File: config.mk
export PLATFORM = sky130hd
export DESIGN_NAME = multicycle_controller_flat
export DESIGN_NICKNAME = d
export VERILOG_FILES = /design/src/rtl/multicycle_controller_if.sv /design/src/rtl/multicycle_controller.sv /design/src/flat_wrapper.sv
export SDC_FILE = /design/constraint.sdc
export NUM_CORES = 1
export LEC_CHECK = 0
export BUFFER_PORTS_ARGS = -buffer_cell sky130_fd_sc_hd__clkbuf_2
export CAP_MARGIN = 5
export CORE_MARGIN = 2
export CORE_UTILIZATION = 45
export CTS_CLUSTER_SIZE = 14
export DETAILED_ROUTE_END_ITERATION = 8
export PLACE_DENSITY = 0.77
export SYNTH_ARGS = -nofsm -noshare
export SYNTH_HDL_FRONTEND = slang
export SYNTH_SLANG_ARGS = --single-unit
File: constraint.sdc
create_clock -name clk -period 2.4 [get_ports clk]
set_clock_uncertainty 0.1 [all_clocks]
set_input_delay 0.48 -clock clk [delete_from_list [all_inputs] [get_ports clk]]
set_output_delay 0.48 -clock clk [all_outputs]
set_load 0.005 [all_outputs]
File: src/rtl/multicycle_controller_if.sv
// rtl/multicycle_controller_if.sv - datapath control bundle between multicycle controller and datapath
interface multicycle_controller_if #(
   parameter int ALU_CTRL_W = 5
);
   logic [5:0]            opcode;
   logic                  mem_ready;
   logic                  zero;
   logic                  pc_write;
   logic                  IorD;
   logic                  IRWrite;
   logic                  RegDst;
   logic                  RegWrite;
   logic                  ALUsrcA;
   logic                  MemWrite;
   logic                  MemRead;
   logic                  MemToReg;
   logic                  illegal;
   logic [1:0]            pc_src;
   logic [1:0]            ALUsrcB;
   logic [ALU_CTRL_W-1:0] alu_control;
   logic [3:0]            state;

   modport master (
      input  opcode, mem_ready, zero,
      output pc_write, IorD, IRWrite, RegDst, RegWrite, ALUsrcA, MemWrite, MemRead,
             MemToReg, illegal, pc_src, ALUsrcB, alu_control, state
   );

   modport slave (
      output opcode, mem_ready, zero,
      input  pc_write, IorD, IRWrite, RegDst, RegWrite, ALUsrcA, MemWrite, MemRead,
             MemToReg, illegal, pc_src, ALUsrcB, alu_control, state
   );
endinterface

File: src/rtl/multicycle_controller.sv
// rtl/multicycle_controller.sv - multi-cycle Moore control FSM for a MIPS-style datapath
module multicycle_controller #(
   parameter int ALU_CTRL_W  = 5,
   parameter bit MEM_WAIT_EN = 1'b1
) (
   input  logic                    clk,
   input  logic                    rst_n,
   multicycle_controller_if.master bus
);
   typedef enum logic [3:0] {
      S_FETCH    = 4'd0,
      S_DECODE   = 4'd1,
      S_MEM_ADDR = 4'd2,
      S_MEM_RD   = 4'd3,
      S_MEM_WB   = 4'd4,
      S_MEM_WR   = 4'd5,
      S_EXEC_R   = 4'd6,
      S_R_WB     = 4'd7,
      S_EXEC_I   = 4'd8,
      S_I_WB     = 4'd9,
      S_BRANCH   = 4'd10,
      S_JUMP     = 4'd11,
      S_ILLEGAL  = 4'd12
   } state_t;

   localparam logic [ALU_CTRL_W-1:0] ALU_ADD = ALU_CTRL_W'(3'b101);
   localparam logic [ALU_CTRL_W-1:0] ALU_SUB = ALU_CTRL_W'(3'b110);

   state_t     state_q;
   logic [5:0] op_q;
   logic       ready;

   assign ready     = MEM_WAIT_EN ? bus.mem_ready : 1'b1;
   assign bus.state = state_q;

   always_ff @(posedge clk or negedge rst_n) begin
      if (!rst_n) begin
         state_q <= S_FETCH;
         op_q    <= 6'h00;
      end else begin
         case (state_q)
            S_FETCH:    if (ready) state_q <= S_DECODE;
            S_DECODE: begin
               op_q <= bus.opcode;
               case (bus.opcode)
                  6'h00:        state_q <= S_EXEC_R;
                  6'h08:        state_q <= S_EXEC_I;
                  6'h23, 6'h2b: state_q <= S_MEM_ADDR;
                  6'h04:        state_q <= S_BRANCH;
                  6'h02:        state_q <= S_JUMP;
                  default:      state_q <= S_ILLEGAL;
               endcase
            end
            S_MEM_ADDR: state_q <= (op_q == 6'h2b) ? S_MEM_WR :
                                   (op_q == 6'h23) ? S_MEM_RD : S_ILLEGAL;
            S_MEM_RD:   if (ready) state_q <= S_MEM_WB;
            S_MEM_WR:   if (ready) state_q <= S_FETCH;
            S_EXEC_R:   state_q <= S_R_WB;
            S_EXEC_I:   state_q <= S_I_WB;
            S_MEM_WB, S_R_WB, S_I_WB, S_BRANCH, S_JUMP:
                        state_q <= S_FETCH;
            S_ILLEGAL:  state_q <= S_ILLEGAL;
            default:    state_q <= S_ILLEGAL;
         endcase
      end
   end

   // FETCH write enables follow mem_ready combinationally, so rst_n gates them to keep reset silent
   always_comb begin
      bus.pc_write    = 1'b0;
      bus.IorD        = 1'b0;
      bus.IRWrite     = 1'b0;
      bus.RegDst      = 1'b0;
      bus.RegWrite    = 1'b0;
      bus.ALUsrcA     = 1'b0;
      bus.MemWrite    = 1'b0;
      bus.MemRead     = 1'b0;
      bus.MemToReg    = 1'b0;
      bus.illegal     = 1'b0;
      bus.pc_src      = 2'b00;
      bus.ALUsrcB     = 2'b00;
      bus.alu_control = ALU_ADD;
      case (state_q)
         S_FETCH: begin
            bus.MemRead  = 1'b1;
            bus.ALUsrcB  = 2'b01;
            bus.IRWrite  = ready & rst_n;
            bus.pc_write = ready & rst_n;
         end
         S_DECODE:   bus.ALUsrcB = 2'b11;
         S_MEM_ADDR, S_EXEC_I: begin
            bus.ALUsrcA = 1'b1;
            bus.ALUsrcB = 2'b10;
         end
         S_MEM_RD: begin
            bus.MemRead = 1'b1;
            bus.IorD    = 1'b1;
         end
         S_MEM_WB: begin
            bus.RegWrite = 1'b1;
            bus.MemToReg = 1'b1;
         end
         S_MEM_WR: begin
            bus.MemWrite = 1'b1;
            bus.IorD     = 1'b1;
         end
         S_EXEC_R:   bus.ALUsrcA = 1'b1;
         S_R_WB: begin
            bus.RegDst   = 1'b1;
            bus.RegWrite = 1'b1;
         end
         S_I_WB:     bus.RegWrite = 1'b1;
         S_BRANCH: begin
            bus.ALUsrcA     = 1'b1;
            bus.alu_control = ALU_SUB;
            bus.pc_src      = 2'b01;
            bus.pc_write    = bus.zero;
         end
         S_JUMP: begin
            bus.pc_src   = 2'b10;
            bus.pc_write = 1'b1;
         end
         S_ILLEGAL:  bus.illegal = 1'b1;
         default: ;
      endcase
   end
endmodule

File: src/flat_wrapper.sv
// flat-port wrapper written by rule: the top's interface ports become plain ports
module multicycle_controller_flat 
#(
   parameter int ALU_CTRL_W  = 5,
   parameter bit MEM_WAIT_EN = 1'b1
)
  (clk, rst_n, bus_opcode, bus_mem_ready, bus_zero, bus_pc_write, bus_IorD, bus_IRWrite, bus_RegDst, bus_RegWrite, bus_ALUsrcA, bus_MemWrite, bus_MemRead, bus_MemToReg, bus_illegal, bus_pc_src, bus_ALUsrcB, bus_alu_control, bus_state);
  multicycle_controller_if #(.ALU_CTRL_W(ALU_CTRL_W)) bus_i ();
  input  logic clk;
  input  logic rst_n;
  input wire logic [$bits(bus_i.opcode)-1:0] bus_opcode;
  input wire logic [$bits(bus_i.mem_ready)-1:0] bus_mem_ready;
  input wire logic [$bits(bus_i.zero)-1:0] bus_zero;
  output wire logic [$bits(bus_i.pc_write)-1:0] bus_pc_write;
  output wire logic [$bits(bus_i.IorD)-1:0] bus_IorD;
  output wire logic [$bits(bus_i.IRWrite)-1:0] bus_IRWrite;
  output wire logic [$bits(bus_i.RegDst)-1:0] bus_RegDst;
  output wire logic [$bits(bus_i.RegWrite)-1:0] bus_RegWrite;
  output wire logic [$bits(bus_i.ALUsrcA)-1:0] bus_ALUsrcA;
  output wire logic [$bits(bus_i.MemWrite)-1:0] bus_MemWrite;
  output wire logic [$bits(bus_i.MemRead)-1:0] bus_MemRead;
  output wire logic [$bits(bus_i.MemToReg)-1:0] bus_MemToReg;
  output wire logic [$bits(bus_i.illegal)-1:0] bus_illegal;
  output wire logic [$bits(bus_i.pc_src)-1:0] bus_pc_src;
  output wire logic [$bits(bus_i.ALUsrcB)-1:0] bus_ALUsrcB;
  output wire logic [$bits(bus_i.alu_control)-1:0] bus_alu_control;
  output wire logic [$bits(bus_i.state)-1:0] bus_state;
  assign bus_i.opcode = bus_opcode;
  assign bus_i.mem_ready = bus_mem_ready;
  assign bus_i.zero = bus_zero;
  assign bus_pc_write = bus_i.pc_write;
  assign bus_IorD = bus_i.IorD;
  assign bus_IRWrite = bus_i.IRWrite;
  assign bus_RegDst = bus_i.RegDst;
  assign bus_RegWrite = bus_i.RegWrite;
  assign bus_ALUsrcA = bus_i.ALUsrcA;
  assign bus_MemWrite = bus_i.MemWrite;
  assign bus_MemRead = bus_i.MemRead;
  assign bus_MemToReg = bus_i.MemToReg;
  assign bus_illegal = bus_i.illegal;
  assign bus_pc_src = bus_i.pc_src;
  assign bus_ALUsrcB = bus_i.ALUsrcB;
  assign bus_alu_control = bus_i.alu_control;
  assign bus_state = bus_i.state;
  multicycle_controller #(.ALU_CTRL_W(ALU_CTRL_W), .MEM_WAIT_EN(MEM_WAIT_EN)) u_core (.clk(clk), .rst_n(rst_n), .bus(bus_i));
endmodule
==> impl_metrics.json <==
{
  "syn_to_final_growth_pct": 19.7,
  "async_reset_ff_share_pct": 100,
  "root_buffer": "clkbuf_4",
  "post-dp-hpwl_mm": 1.57,
  "initial_core_util_pct": 47.3,
  "crit_chain": "nor2_1 -> nand3_1 -> nor3_1 -> a211o_1 -> clkbuf_2",
  "fmax_mhz": 460,
  "antenna_found_initial": 0,
  "relSlewSlack_pct": 51.8,
  "p_leak_nw": 0.474,
  "gp_congestion": 0.822,
  "io_pins": 33,
  "dp.cells": 155,
  "ys_warn_count": 0,
  "grt_util_met2_pct": 29.4,
  "path_buf_inv": 1,
  "arrival_ns": 1.60,
  "power_density_nw_per_um2": 1010,
  "rrSetupSlack_ns": 0.48,
  "critPathLaunchType": "flip-flop",
  "status": "finished, final reports clean",
  "slowest_stage": "dfrtp_1",
  "yosysUniqueCellTypes": 37,
  "use_met1_pct": 28.1,
  "fill_cells": 172,
  "vias": 858,
  "synth_seq_cells": 10,
  "postSynthAreaPerCell_um2": 7.48,
  "r2r_cells": 3,
  "track_usage_pct": 19.3,
  "worst_pin_slew_ns": 0.717,
  "grt_pass1_vias": 705,
  "cts.clk_slew.worst_paths_ns": 0.06,
  "fin_nets": 145,
  "post_drt_via_cell_ratio": 5.43,
  "core_um2": 1710,
  "cp_slowest_stage_delay_ns": 0.53,
  "r2r-start": "u_core.bus.state[3]$_DFFE_PN0P_",
  "grtUsageMet3_pct": 2.35,
  "grt_pass1_wl_mm": 3.07,
  "crit_type": "reg2out",
  "cap_viol_max_count": 0,
  "end_kind": "output port",
  "rsz0062_at_grt": "no",
  "postCtsHoldBufs": 0,
  "portBuffers": 29,
  "fp.dieH_um": 46.4,
  "layout.cells.non_filler": 158,
  "gr-total-overflow": 0,
  "cts_buffers": 3,
  "routed_wl_mm": 1.94,
  "antenna_left": 0,
  "die-area_um2": 2150,
  "post-cts-setup-buffer-count": 0,
  "grt_max_degree": 15,
  "drv_slew": 0,
  "wl_per_cell_um": 12.3,
  "path_max_fanout": 14,
  "synth-seq-area-share_pct": 31.0,
  "cts_tree": "done",
  "final_area_um2": 967,
  "rr_endpoint": "u_core.bus.state[1]$_DFFE_PN0P_",
  "synth_area_um2": 808,
  "clock_latency_ns": 0.25,
  "diodes": 0,
  "numClockSinks": 10,
  "firstDrtPassIters": 4,
  "drc_errors": 0,
  "grt-busiest-layer": "met2",
  "netlist_instances": 108,
  "fp.dieW_um": 46.4,
  "worstPathRequired_ns": 1.82,
  "finalSetupViolations": 0,
  "clock_tree.buffer_depth": 2,
  "fin_crit_sh_pct": 90.7,
  "drt-initial-drc-count": 22,
  "tns_ns": 0,
  "synth_edf_count": 0,
  "rows": 15,
  "ctsResizeCount": 0,
  "ir_drop_mv": 0.400,
  "drive_gt1_share_pct": 27.8,
  "synthFlopType": "dfrtp_1",
  "cp_top_family": "simple AND/OR/NAND/NOR gates",
  "hold_path_class": "in2async",
  "htreeDepth": 1,
  "min_period_ns": 2.18,
  "place_area_um2": 945,
  "hold_violations": 0
}
-- power by group --
part	leakage (nW)	total, mW	switching (mW)	internal (mW)
Combinational	0.334	0.534	0.290	0.245
Sequential	0.125	0.341	0.0976	0.243
Clock	0.0138	0.105	0.0481	0.0574
Total	0.474	0.981	0.435	0.545
-- flip-flops by register name, summed over array words and instances, names as in the netlist --
signal            count
u_core.op_q           6
u_core.bus.state      4
-- cell type report --
| cell class | count | area (µm²) | share of cell area [%] |
|---|---|---|---|
| Timing Repair Buffer | 32 | 168 | 17.3 |
| Sequential cell | 10 | 250 | 25.9 |
| Tap cell | 25 | 31.3 | 3.23 |
| Inverter | 3 | 11.3 | 1.16 |
| Multi-Input combinational cell | 85 | 484 | 50.1 |
| Clock buffer | 3 | 22.5 | 2.33 |
-- cells in the final DEF (no fill, tap or decap), types with 2 or more instances in the layout --
cell type | synthesis | final
clkbuf_2 | 0 | 29
nand2_1 | 20 | 20
nor2_1 | 10 | 10
dfrtp_1 | 10 | 10
nor3_1 | 9 | 9
nand2b_1 | 6 | 6
a21oi_1 | 4 | 4
inv_1 | 3 | 3
o21ai_0 | 3 | 3
a31oi_1 | 3 | 3
conb_1 | 2 | 3
clkbuf_4 | 0 | 3
buf_4 | 4 | 3
nand3_1 | 2 | 2
xor2_1 | 2 | 2
o211ai_1 | 2 | 2
nor4_1 | 2 | 2
-- synthesized netlist by cell type (2+ instances only) --
cell      count  area [µm²]
nand2_1      20        75.1
dfrtp_1      10         250
nor2_1       10        37.5
nor3_1        9        45.0
nand2b_1      6        37.5
a21oi_1       4        20.0
buf_4         4        30.0
clkbuf_1      4        15.0
a31oi_1       3        18.8
inv_1         3        11.3
o21ai_0       3        15.0
buf_2         2        10.0
conb_1        2        7.51
nand3_1       2        10.0
nor4_1        2        12.5
o211ai_1      2        15.0
xor2_1        2        17.5
-- routing by layer --
metal	share of wire (%)	vias to the layer above
li1	-	427
met1	47	401
met2	47	26
met3	4.2	4
met4	1.7	0
met5	0	-
-- how the worst max path moves through the flow --
| stage | from | endpoint | depth (start not counted) | slack, ns |
|---|---|---|---|---|
| 5_1_grt | u_core.bus.state[1]$_DFFE_PN0P_ | bus_pc_write | 5 | 0.12 |
| 2_1_floorplan | u_core.bus.state[1]$_DFFE_PN0P_ | bus_pc_write | 4 | 0.57 |
| 3_5_place_dp | u_core.bus.state[1]$_DFFE_PN0P_ | bus_pc_write | 5 | 0.50 |
| 4_1_cts | u_core.bus.state[1]$_DFFE_PN0P_ | bus_pc_write | 5 | 0.22 |
| 3_3_place_gp | u_core.bus.state[3]$_DFFE_PN0P_ | u_core.bus.state[1]$_DFFE_PN0P_ | 3 | 0.52 |
| 6_report | u_core.bus.state[1]$_DFFE_PN0P_ | bus_pc_write | 5 | 0.22 |
-- cell families (layout without fill, tap and decap cells) --
logic type                after synthesis  count (layout)  synth area share [%]
AOI/OAI and AO/OA                      23              23                  21.5
xor gates and xnor gates                3               3                  3.25
buffers and inverters                  14              38                  9.60
DFF                                    10              10                  31.0
other                                   2               3                 0.929
and+or+nand+nor                        56              56                  33.7
-- per-stage QoR --
step / power [mW] / hold WS [ns] / setup WS, ns / utilization [%]
finish: 0.981 / 0.0693 / 0.224 / 56.6
floorplan: 0.703 / 0.0844 / 0.569 / -
CTS: 0.982 / 0.0691 / 0.222 / 56.6
global placement: 0.861 / 0.339 / 0.521 / 55.3
global route: 1.08 / 0.0732 / 0.118 / 56.6
detailed placement: 0.875 / 0.339 / 0.498 / 55.3
(Power assumes the default switching activity.)
